File: src/rtl/pipeline_pkg.sv
// Shared definitions for the register-file write-port arbiter.
//   REG_AW / DATA_W : default register address and data widths
//   REG_ZERO        : architectural zero register (writes to it are dropped)
//   arb_state_e     : mult/div starvation FSM states
package pipeline_pkg;
  localparam int REG_AW = 5;
  localparam int DATA_W = 32;
  localparam logic [REG_AW-1:0] REG_ZERO = '0;

  typedef enum logic [1:0] {
    S_IDLE,
    S_PEND,
    S_FORCE
  } arb_state_e;
endpackage

File: src/rtl/wb_port_arbiter_if.sv
// Bundle of the writeback, mult/div, decode-query and register-file signals
// around wb_port_arbiter.
//   slave  : arbiter side (consumes requests, drives grants/hazards)
//   master : environment side (pipeline, mult/div unit, decode, regfile)
interface wb_port_arbiter_if #(
  parameter int DATA_W = pipeline_pkg::DATA_W,
  parameter int REG_AW = pipeline_pkg::REG_AW
);
  logic              p_we;
  logic [REG_AW-1:0] p_reg;
  logic [DATA_W-1:0] p_data;
  logic              m_valid;
  logic              m_ready;
  logic [REG_AW-1:0] m_reg;
  logic [DATA_W-1:0] m_data;
  logic              issue_valid;
  logic [REG_AW-1:0] issue_reg;
  logic              issue_ok;
  logic [REG_AW-1:0] q_reg1;
  logic [REG_AW-1:0] q_reg2;
  logic              q_haz1;
  logic              q_haz2;
  logic              stall_req;
  logic              regWrite;
  logic [REG_AW-1:0] writeReg;
  logic [DATA_W-1:0] writeData;

  modport slave (
    input  p_we, p_reg, p_data, m_valid, m_reg, m_data,
           issue_valid, issue_reg, q_reg1, q_reg2,
    output m_ready, issue_ok, q_haz1, q_haz2, stall_req,
           regWrite, writeReg, writeData
  );

  modport master (
    output p_we, p_reg, p_data, m_valid, m_reg, m_data,
           issue_valid, issue_reg, q_reg1, q_reg2,
    input  m_ready, issue_ok, q_haz1, q_haz2, stall_req,
           regWrite, writeReg, writeData
  );
endinterface

File: src/rtl/wb_port_arbiter_fifo.sv
// wb_fifo: synchronous FIFO buffering mult/div results.
//   clk, rst     : clock, synchronous active-low reset
//   push / wdata : write an entry (ignored when full)
//   pop  / rdata : rdata is the head; pop removes it (ignored when empty)
//   full, empty, count : occupancy from current state only
module wb_fifo #(
  parameter int WIDTH = 37,
  parameter int DEPTH = 2,
  localparam int CNT_W = $clog2(DEPTH + 1)
) (
  input  logic             clk,
  input  logic             rst,
  input  logic             push,
  input  logic [WIDTH-1:0] wdata,
  input  logic             pop,
  output logic [WIDTH-1:0] rdata,
  output logic             full,
  output logic             empty,
  output logic [CNT_W-1:0] count
);
  localparam int PTR_W = $clog2(DEPTH);

  logic [WIDTH-1:0] mem_q [DEPTH];
  logic [PTR_W-1:0] wr_ptr_q, wr_ptr_d, rd_ptr_q, rd_ptr_d;
  logic [CNT_W-1:0] count_q, count_d;
  logic             do_push, do_pop;

  // Pointers wrap explicitly so non-power-of-two depths work.
  function automatic logic [PTR_W-1:0] ptr_inc(input logic [PTR_W-1:0] p);
    return (p == PTR_W'(DEPTH - 1)) ? '0 : p + 1'b1;
  endfunction

  assign full  = (count_q == CNT_W'(DEPTH));
  assign empty = (count_q == '0);
  assign count = count_q;
  assign rdata = mem_q[rd_ptr_q];

  assign do_push = push && !full;
  assign do_pop  = pop && !empty;

  always_comb begin
    wr_ptr_d = do_push ? ptr_inc(wr_ptr_q) : wr_ptr_q;
    rd_ptr_d = do_pop ? ptr_inc(rd_ptr_q) : rd_ptr_q;
    count_d  = count_q + CNT_W'(do_push) - CNT_W'(do_pop);
  end

  always_ff @(posedge clk) begin
    if (!rst) begin
      wr_ptr_q <= '0;
      rd_ptr_q <= '0;
      count_q  <= '0;
    end else begin
      wr_ptr_q <= wr_ptr_d;
      rd_ptr_q <= rd_ptr_d;
      count_q  <= count_d;
    end
  end

  // Storage carries no reset; validity is tracked by the pointers.
  always_ff @(posedge clk) begin
    if (do_push) mem_q[wr_ptr_q] <= wdata;
  end
endmodule

File: src/rtl/wb_port_arbiter.sv
// wb_port_arbiter: shares the register-file write port between the in-order
// writeback stage (always wins) and buffered mult/div results (granted on
// idle cycles). Escalates to stall_req when a buffered result starves, and
// tracks outstanding mult/div destinations for decode hazard checks.
//   clk, rst : clock, synchronous active-low reset
//   bus      : wb_port_arbiter_if.slave (requests, hazards, regfile write)
module wb_port_arbiter #(
  parameter int DATA_W     = pipeline_pkg::DATA_W,
  parameter int REG_AW     = pipeline_pkg::REG_AW,
  parameter int DEPTH      = 2,
  parameter int STARVE_MAX = 4
) (
  input  logic               clk,
  input  logic               rst,
  wb_port_arbiter_if.slave   bus
);
  import pipeline_pkg::*;

  localparam int FW    = REG_AW + DATA_W;
  localparam int CNT_W = $clog2(DEPTH + 1);
  localparam int NREG  = 2 ** REG_AW;

  logic [FW-1:0]     fifo_rdata;
  logic              fifo_full, fifo_empty, fifo_pop, m_push, p_eff;
  logic [CNT_W-1:0]  fifo_count, cnt_after;
  logic [REG_AW-1:0] head_reg;
  logic [DATA_W-1:0] head_data;

  arb_state_e        state_q, state_d;
  logic [3:0]        starve_q, starve_d;
  logic              stall_q, stall_d;
  logic [NREG-1:0]   busy_q, busy_d;
  logic              regwrite_q, regwrite_d;
  logic [REG_AW-1:0] wreg_q, wreg_d;
  logic [DATA_W-1:0] wdata_q, wdata_d;

  assign p_eff    = bus.p_we && (bus.p_reg != REG_AW'(REG_ZERO));
  // Results for r0 complete the handshake but are never stored.
  assign m_push   = bus.m_valid && !fifo_full && (bus.m_reg != REG_AW'(REG_ZERO));
  assign fifo_pop = !p_eff && !fifo_empty;
  assign head_reg  = fifo_rdata[FW-1 -: REG_AW];
  assign head_data = fifo_rdata[DATA_W-1:0];
  assign cnt_after = fifo_count + CNT_W'(m_push) - CNT_W'(fifo_pop);

  wb_fifo #(.WIDTH(FW), .DEPTH(DEPTH)) u_fifo (
    .clk   (clk),
    .rst   (rst),
    .push  (m_push),
    .wdata ({bus.m_reg, bus.m_data}),
    .pop   (fifo_pop),
    .rdata (fifo_rdata),
    .full  (fifo_full),
    .empty (fifo_empty),
    .count (fifo_count)
  );

  assign bus.m_ready   = !fifo_full;
  assign bus.issue_ok  = !busy_q[bus.issue_reg];
  assign bus.q_haz1    = busy_q[bus.q_reg1];
  assign bus.q_haz2    = busy_q[bus.q_reg2];
  assign bus.stall_req = stall_q;
  assign bus.regWrite  = regwrite_q;
  assign bus.writeReg  = wreg_q;
  assign bus.writeData = wdata_q;

  always_comb begin
    regwrite_d = 1'b0;
    wreg_d     = wreg_q;
    wdata_d    = wdata_q;
    if (p_eff) begin
      regwrite_d = 1'b1;
      wreg_d     = bus.p_reg;
      wdata_d    = bus.p_data;
    end else if (!fifo_empty) begin
      regwrite_d = 1'b1;
      wreg_d     = head_reg;
      wdata_d    = head_data;
    end
  end

  // Clear on grant first so a same-cycle issue of that register re-sets it.
  always_comb begin
    busy_d = busy_q;
    if (fifo_pop) busy_d[head_reg] = 1'b0;
    if (bus.issue_valid && (bus.issue_reg != REG_AW'(REG_ZERO)))
      busy_d[bus.issue_reg] = 1'b1;
  end

  always_comb begin
    state_d  = state_q;
    starve_d = starve_q;
    stall_d  = stall_q;
    case (state_q)
      S_IDLE: begin
        starve_d = '0;
        stall_d  = 1'b0;
        if (cnt_after != '0) state_d = S_PEND;
      end
      S_PEND: begin
        if (fifo_pop) begin
          starve_d = '0;
          if (cnt_after == '0) state_d = S_IDLE;
        end else begin
          starve_d = starve_q + 1'b1;
          if (starve_d == 4'(STARVE_MAX)) begin
            state_d = S_FORCE;
            stall_d = 1'b1;
          end
        end
      end
      S_FORCE: begin
        if (fifo_pop) begin
          starve_d = '0;
          stall_d  = 1'b0;
          state_d  = (cnt_after == '0) ? S_IDLE : S_PEND;
        end
      end
      default: begin
        state_d  = S_IDLE;
        starve_d = '0;
        stall_d  = 1'b0;
      end
    endcase
  end

  always_ff @(posedge clk) begin
    if (!rst) begin
      state_q    <= S_IDLE;
      starve_q   <= '0;
      stall_q    <= 1'b0;
      busy_q     <= '0;
      regwrite_q <= 1'b0;
      wreg_q     <= '0;
      wdata_q    <= '0;
    end else begin
      state_q    <= state_d;
      starve_q   <= starve_d;
      stall_q    <= stall_d;
      busy_q     <= busy_d;
      regwrite_q <= regwrite_d;
      wreg_q     <= wreg_d;
      wdata_q    <= wdata_d;
    end
  end
endmodule

File: src/flat_wrapper.sv
// flat-port wrapper written by rule: the top's interface ports become plain ports
module wb_port_arbiter_flat import pipeline_pkg::*;
#(
  parameter int DATA_W     = pipeline_pkg::DATA_W,
  parameter int REG_AW     = pipeline_pkg::REG_AW,
  parameter int DEPTH      = 2,
  parameter int STARVE_MAX = 4
)
  (clk, rst, bus_p_we, bus_p_reg, bus_p_data, bus_m_valid, bus_m_reg, bus_m_data, bus_issue_valid, bus_issue_reg, bus_q_reg1, bus_q_reg2, bus_m_ready, bus_issue_ok, bus_q_haz1, bus_q_haz2, bus_stall_req, bus_regWrite, bus_writeReg, bus_writeData);
  wb_port_arbiter_if #(.DATA_W(DATA_W), .REG_AW(REG_AW)) bus_i ();
  input  logic clk;
  input  logic rst;
  input wire logic [$bits(bus_i.p_we)-1:0] bus_p_we;
  input wire logic [$bits(bus_i.p_reg)-1:0] bus_p_reg;
  input wire logic [$bits(bus_i.p_data)-1:0] bus_p_data;
  input wire logic [$bits(bus_i.m_valid)-1:0] bus_m_valid;
  input wire logic [$bits(bus_i.m_reg)-1:0] bus_m_reg;
  input wire logic [$bits(bus_i.m_data)-1:0] bus_m_data;
  input wire logic [$bits(bus_i.issue_valid)-1:0] bus_issue_valid;
  input wire logic [$bits(bus_i.issue_reg)-1:0] bus_issue_reg;
  input wire logic [$bits(bus_i.q_reg1)-1:0] bus_q_reg1;
  input wire logic [$bits(bus_i.q_reg2)-1:0] bus_q_reg2;
  output wire logic [$bits(bus_i.m_ready)-1:0] bus_m_ready;
  output wire logic [$bits(bus_i.issue_ok)-1:0] bus_issue_ok;
  output wire logic [$bits(bus_i.q_haz1)-1:0] bus_q_haz1;
  output wire logic [$bits(bus_i.q_haz2)-1:0] bus_q_haz2;
  output wire logic [$bits(bus_i.stall_req)-1:0] bus_stall_req;
  output wire logic [$bits(bus_i.regWrite)-1:0] bus_regWrite;
  output wire logic [$bits(bus_i.writeReg)-1:0] bus_writeReg;
  output wire logic [$bits(bus_i.writeData)-1:0] bus_writeData;
  assign bus_i.p_we = bus_p_we;
  assign bus_i.p_reg = bus_p_reg;
  assign bus_i.p_data = bus_p_data;
  assign bus_i.m_valid = bus_m_valid;
  assign bus_i.m_reg = bus_m_reg;
  assign bus_i.m_data = bus_m_data;
  assign bus_i.issue_valid = bus_issue_valid;
  assign bus_i.issue_reg = bus_issue_reg;
  assign bus_i.q_reg1 = bus_q_reg1;
  assign bus_i.q_reg2 = bus_q_reg2;
  assign bus_m_ready = bus_i.m_ready;
  assign bus_issue_ok = bus_i.issue_ok;
  assign bus_q_haz1 = bus_i.q_haz1;
  assign bus_q_haz2 = bus_i.q_haz2;
  assign bus_stall_req = bus_i.stall_req;
  assign bus_regWrite = bus_i.regWrite;
  assign bus_writeReg = bus_i.writeReg;
  assign bus_writeData = bus_i.writeData;
  wb_port_arbiter #(.DATA_W(DATA_W), .REG_AW(REG_AW), .DEPTH(DEPTH), .STARVE_MAX(STARVE_MAX)) u_core (.clk(clk), .rst(rst), .bus(bus_i));
endmodule
File: config.mk
export PLATFORM = sky130hd
export DESIGN_NAME = wb_port_arbiter_flat
export DESIGN_NICKNAME = d
export VERILOG_FILES = /design/src/rtl/pipeline_pkg.sv /design/src/rtl/wb_port_arbiter_if.sv /design/src/rtl/wb_port_arbiter_fifo.sv /design/src/rtl/wb_port_arbiter.sv /design/src/flat_wrapper.sv
export SDC_FILE = /design/constraint.sdc
export NUM_CORES = 1
export LEC_CHECK = 0
export CORE_MARGIN = 2
export CORE_UTILIZATION = 50
export DETAILED_ROUTE_END_ITERATION = 6
export GPL_TIMING_DRIVEN = 0
export PLACE_DENSITY = 0.8
export SLEW_MARGIN = 5
export SYNTH_ARGS = -nofsm -noshare
export SYNTH_HDL_FRONTEND = slang
export SYNTH_SLANG_ARGS = --single-unit
File: constraint.sdc
create_clock -name clk -period 4.84 [get_ports clk]
set_input_delay 0.968 -clock clk [delete_from_list [all_inputs] [get_ports clk]]
set_output_delay 0.968 -clock clk [all_outputs]
set_load 0.02 [all_outputs]
==> results.py <==
metrics = {
    "logic_synthesis": {
        "ys_types": 48,
        "synth_top_area_share_pct": 30.58,
        "syn_area_per_cell_um2": 11.09,
        "synth_top_cell_by_area": "edfxtp_1",
        "synthFlopType": "dfxtp_1",
        "ys_async_sr_fraction_pct": 0,
        "yosys_register_bits": 156,
        "postSynthNetCount": 754,
        "synth_area_um2": 7267,
        "synth_edf_count": 74,
        "yosysSeqAreaShare_pct": 53.17,
        "synthTopCellsByArea": "edfxtp_1, dfxtp_1, mux4_2",
        "yosys_warnings": 0,
        "synth_cells": 655,
    },
    "finish": {
        "post-route-util_pct": 65.94,
        "n_antenna_cell": 0,
        "drive_above_1_share_pct": 10.51,
        "fin_cells": 1002,
        "synthToLayoutAreaGrowth_pct": 30.37,
        "design_area_um2": 9474,
        "final_net_count": 904,
    },
    "power": {
        "ir_worst_vdd_mv": 0.3136,
        "p_leak_nw": 3.211,
        "power_mw": 4.464,
        "power_density_nw_per_um2": 471.1,
    },
    "route": {
        "final_antenna_net_count": 0,
        "drc_errors": 0,
        "firstDrtPassIters": 6,
        "routedWlPerCell_um": 19.60,
        "viasPerCell": 5.999,
        "drt_iter0_markers": 565,
        "routed_wl_um": 19640,
        "vias": 6011,
    },
    "worst_setup_path": {
        "worst-path-buf-inv": 3,
        "endpoint_kind": "output port",
        "path_max_fanout": 10,
        "cp_cell_sequence": "clkdlybuf4s50_1, clkbuf_1, mux2_2, o21ai_0, o21ai_0, o211ai_1, clkdlybuf4s50_1",
        "arrival_ns": 3.18,
        "critPathMaxStageDelay_ns": 0.64,
        "critPathSlowestCell": "clkdlybuf4s50_1",
        "critPathLaunchType": "primary input",
        "cpLargestDelayFamily": "buffers and inverters",
        "crit_type": "in2out",
        "cp.required_ns": 3.87,
    },
    "clock_tree": {
        "cts_made_buffers": 17,
        "clkLatencyLatePin_ns": 0.43,
        "cts_setup_buffers": 0,
        "cts_sinks": 156,
        "cts_tree": "built",
        "htreeDepth": 4,
        "clk_pin_slew_ns": 0.06,
        "holdBufCountCts": 0,
        "cts_max_path_buffers": 2,
        "cts_root_buf": "clkbuf_16",
        "cts_resized": 0,
    },
    "timing": {
        "clock_skew_ns": 0.006348,
        "setup_viol": 0,
        "worst_pin_slew_ns": 1.048,
        "slew_headroom_pct": 29.89,
        "layout_worst_path_cycle_share_pct": 85.73,
        "fmax_ghz": 0.2410,
        "fin_tns_setup_ns": 0,
        "hold_viol": 0,
        "min_period_ns": 4.150,
        "slew_violations": 0,
        "fin_ws_ns": 0.6905,
        "hold_slack_ns": 0.5080,
        "grt_setup_unrepaired": "no",
    },
    "floorplanning": {
        "coreArea_um2": 14370,
        "start_util_pct": 50.57,
        "die_area_um2": 15510,
        "die_h_um": 124.6,
        "num_rows": 44,
        "die-width_um": 124.6,
        "ios": 137,
    },
    "grt": {
        "grt_max_degree": 32,
        "grt_pass1_vias": 6173,
        "antenna_found_initial": 0,
        "track_usage_pct": 25.63,
        "grt_first_pass_wirelength_um": 31290,
        "overflow": 0,
    },
    "run_status": {
        "outcome": "finished, final reports clean",
    },
    "placement": {
        "place_area_um2": 8843,
        "place_inst": 970,
        "port_buffers": 129,
        "dpl_worst_slack_ns": 0.7171,
        "place_hpwl_um": 14110,
        "gp_congestion": 0.9076,
    },
    "min_path": {
        "hold_class": "reg2reg",
    },
    "job": {
        "max_cap_viol_count": 0,
    },
}
[flip-flops by register name, indices dropped and copies added, names as in the netlist, named ones only]
name and flops:
u_core.bus.writeReg 5, u_core.u_fifo.mem_q 74, u_core.bus.regWrite 1, u_core.u_fifo.rd_ptr_q 1, u_core.bus.writeData 32, u_core.busy_q 32, u_core.state_q 2, u_core.bus.stall_req 1
u_core.u_fifo.count 2, u_core.starve_q 4, u_core.u_fifo.wr_ptr_q 1
[synthesized netlist by cell type (all sizes together) (6+ instances only)]
cell type  count
o21ai         30
buf           20
nand3         10
dfxtp         82
nor2          76
a31oi         16
inv            8
nand2b        10
nor2b         43
nand2         40
mux4          28
a311oi         8
clkbuf        24
a211oi        34
nor3           6
edfxtp        74
a21boi        12
a21oi         48
mux2i         35
[logic make-up after synthesis]
group           count (synthesis)  synth area share, %
simple gates                  200                13.07
compound gates                166                14.65
flops                         156                53.17
mux                            68                14.27
buf+inv                        52                2.996
xor+xnor                        7               0.8437
fa+ha+maj                       6               0.9986
[path summary, 6_finish.rpt]
| kind | from | to | slack, ns | depth (start not counted) |
|---|---|---|---|---|
| min reg2reg | u_core.busy_q[0] | u_core.busy_q[0] | 0.51 | 2 |
| max reg2reg | u_core.u_fifo.count[1] | u_core.u_fifo.count[1] | 2.57 | 10 |
| max | bus_issue_reg[2] | bus_issue_ok | 0.69 | 7 |
| min | u_core.busy_q[0] | u_core.busy_q[0] | 0.51 | 2 |
[metal layers]
metal / GRT usage, % / routed length (µm) / part of all wire, %
met3: 6.873 / 1795 / 9.1
met1: 31.18 / 7557 / 38
met5: 0 / 0 / 0
met2: 43.17 / 9839 / 50
met4: 10.77 / 450 / 2.3
[report_power, final]
| group | internal, mW | total, mW | leakage (nW) | switching, mW |
|---|---|---|---|---|
| clock network | 0.881 | 1.41 | 0.302 | 0.532 |
| logic | 0.563 | 1.39 | 1.55 | 0.827 |
| registers | 1.57 | 1.66 | 1.36 | 0.0903 |
[worst reg2reg max path, cell delays in order (launching register included)]
cell	delay, ns
dfxtp_1	0.37
or2_1	0.25
buf_2	0.14
a31oi_2	0.36
inv_1	0.12
ha_1	0.29
inv_1	0.04
ha_1	0.18
xnor2_1	0.19
xnor2_1	0.08
and2_1	0.16
[placed cells by master (no fill, tap or decap), types with 3 or more instances in the layout]
master,count
a211oi_1,34
a21boi_0,10
a21oi_1,48
a22oi_1,4
a311oi_1,8
a31oi_1,15
and2_1,4
buf_1,6
buf_2,12
bufinv_16,4
clkbuf_1,26
clkbuf_16,17
clkdlybuf4s50_1,129
dfxtp_1,82
edfxtp_1,74
ha_1,5
inv_1,8
inv_6,3
mux2_2,5
mux2i_1,35
mux4_2,28
nand2_1,40
nand2b_1,10
nand3_1,10
nor2_1,74
nor2b_1,43
nor3_1,6
o21ai_0,30
xnor2_1,4
xor2_1,3
[layout make-up]
| type | instances | area [µm²] |
|---|---|---|
| Inverter | 8 | 30.03 |
| Multi-Input combinational cell | 447 | 3201 |
| Timing Repair Buffer | 131 | 1331 |
| Sequential cell | 156 | 3864 |
| Buffer | 44 | 187.7 |
| Clock inverter | 12 | 183.9 |
| Tap cell | 184 | 230.2 |
| Fill cell | 1082 | 4895 |
| Clock buffer | 20 | 446.7 |
Power figures use the tool's default switching activity.
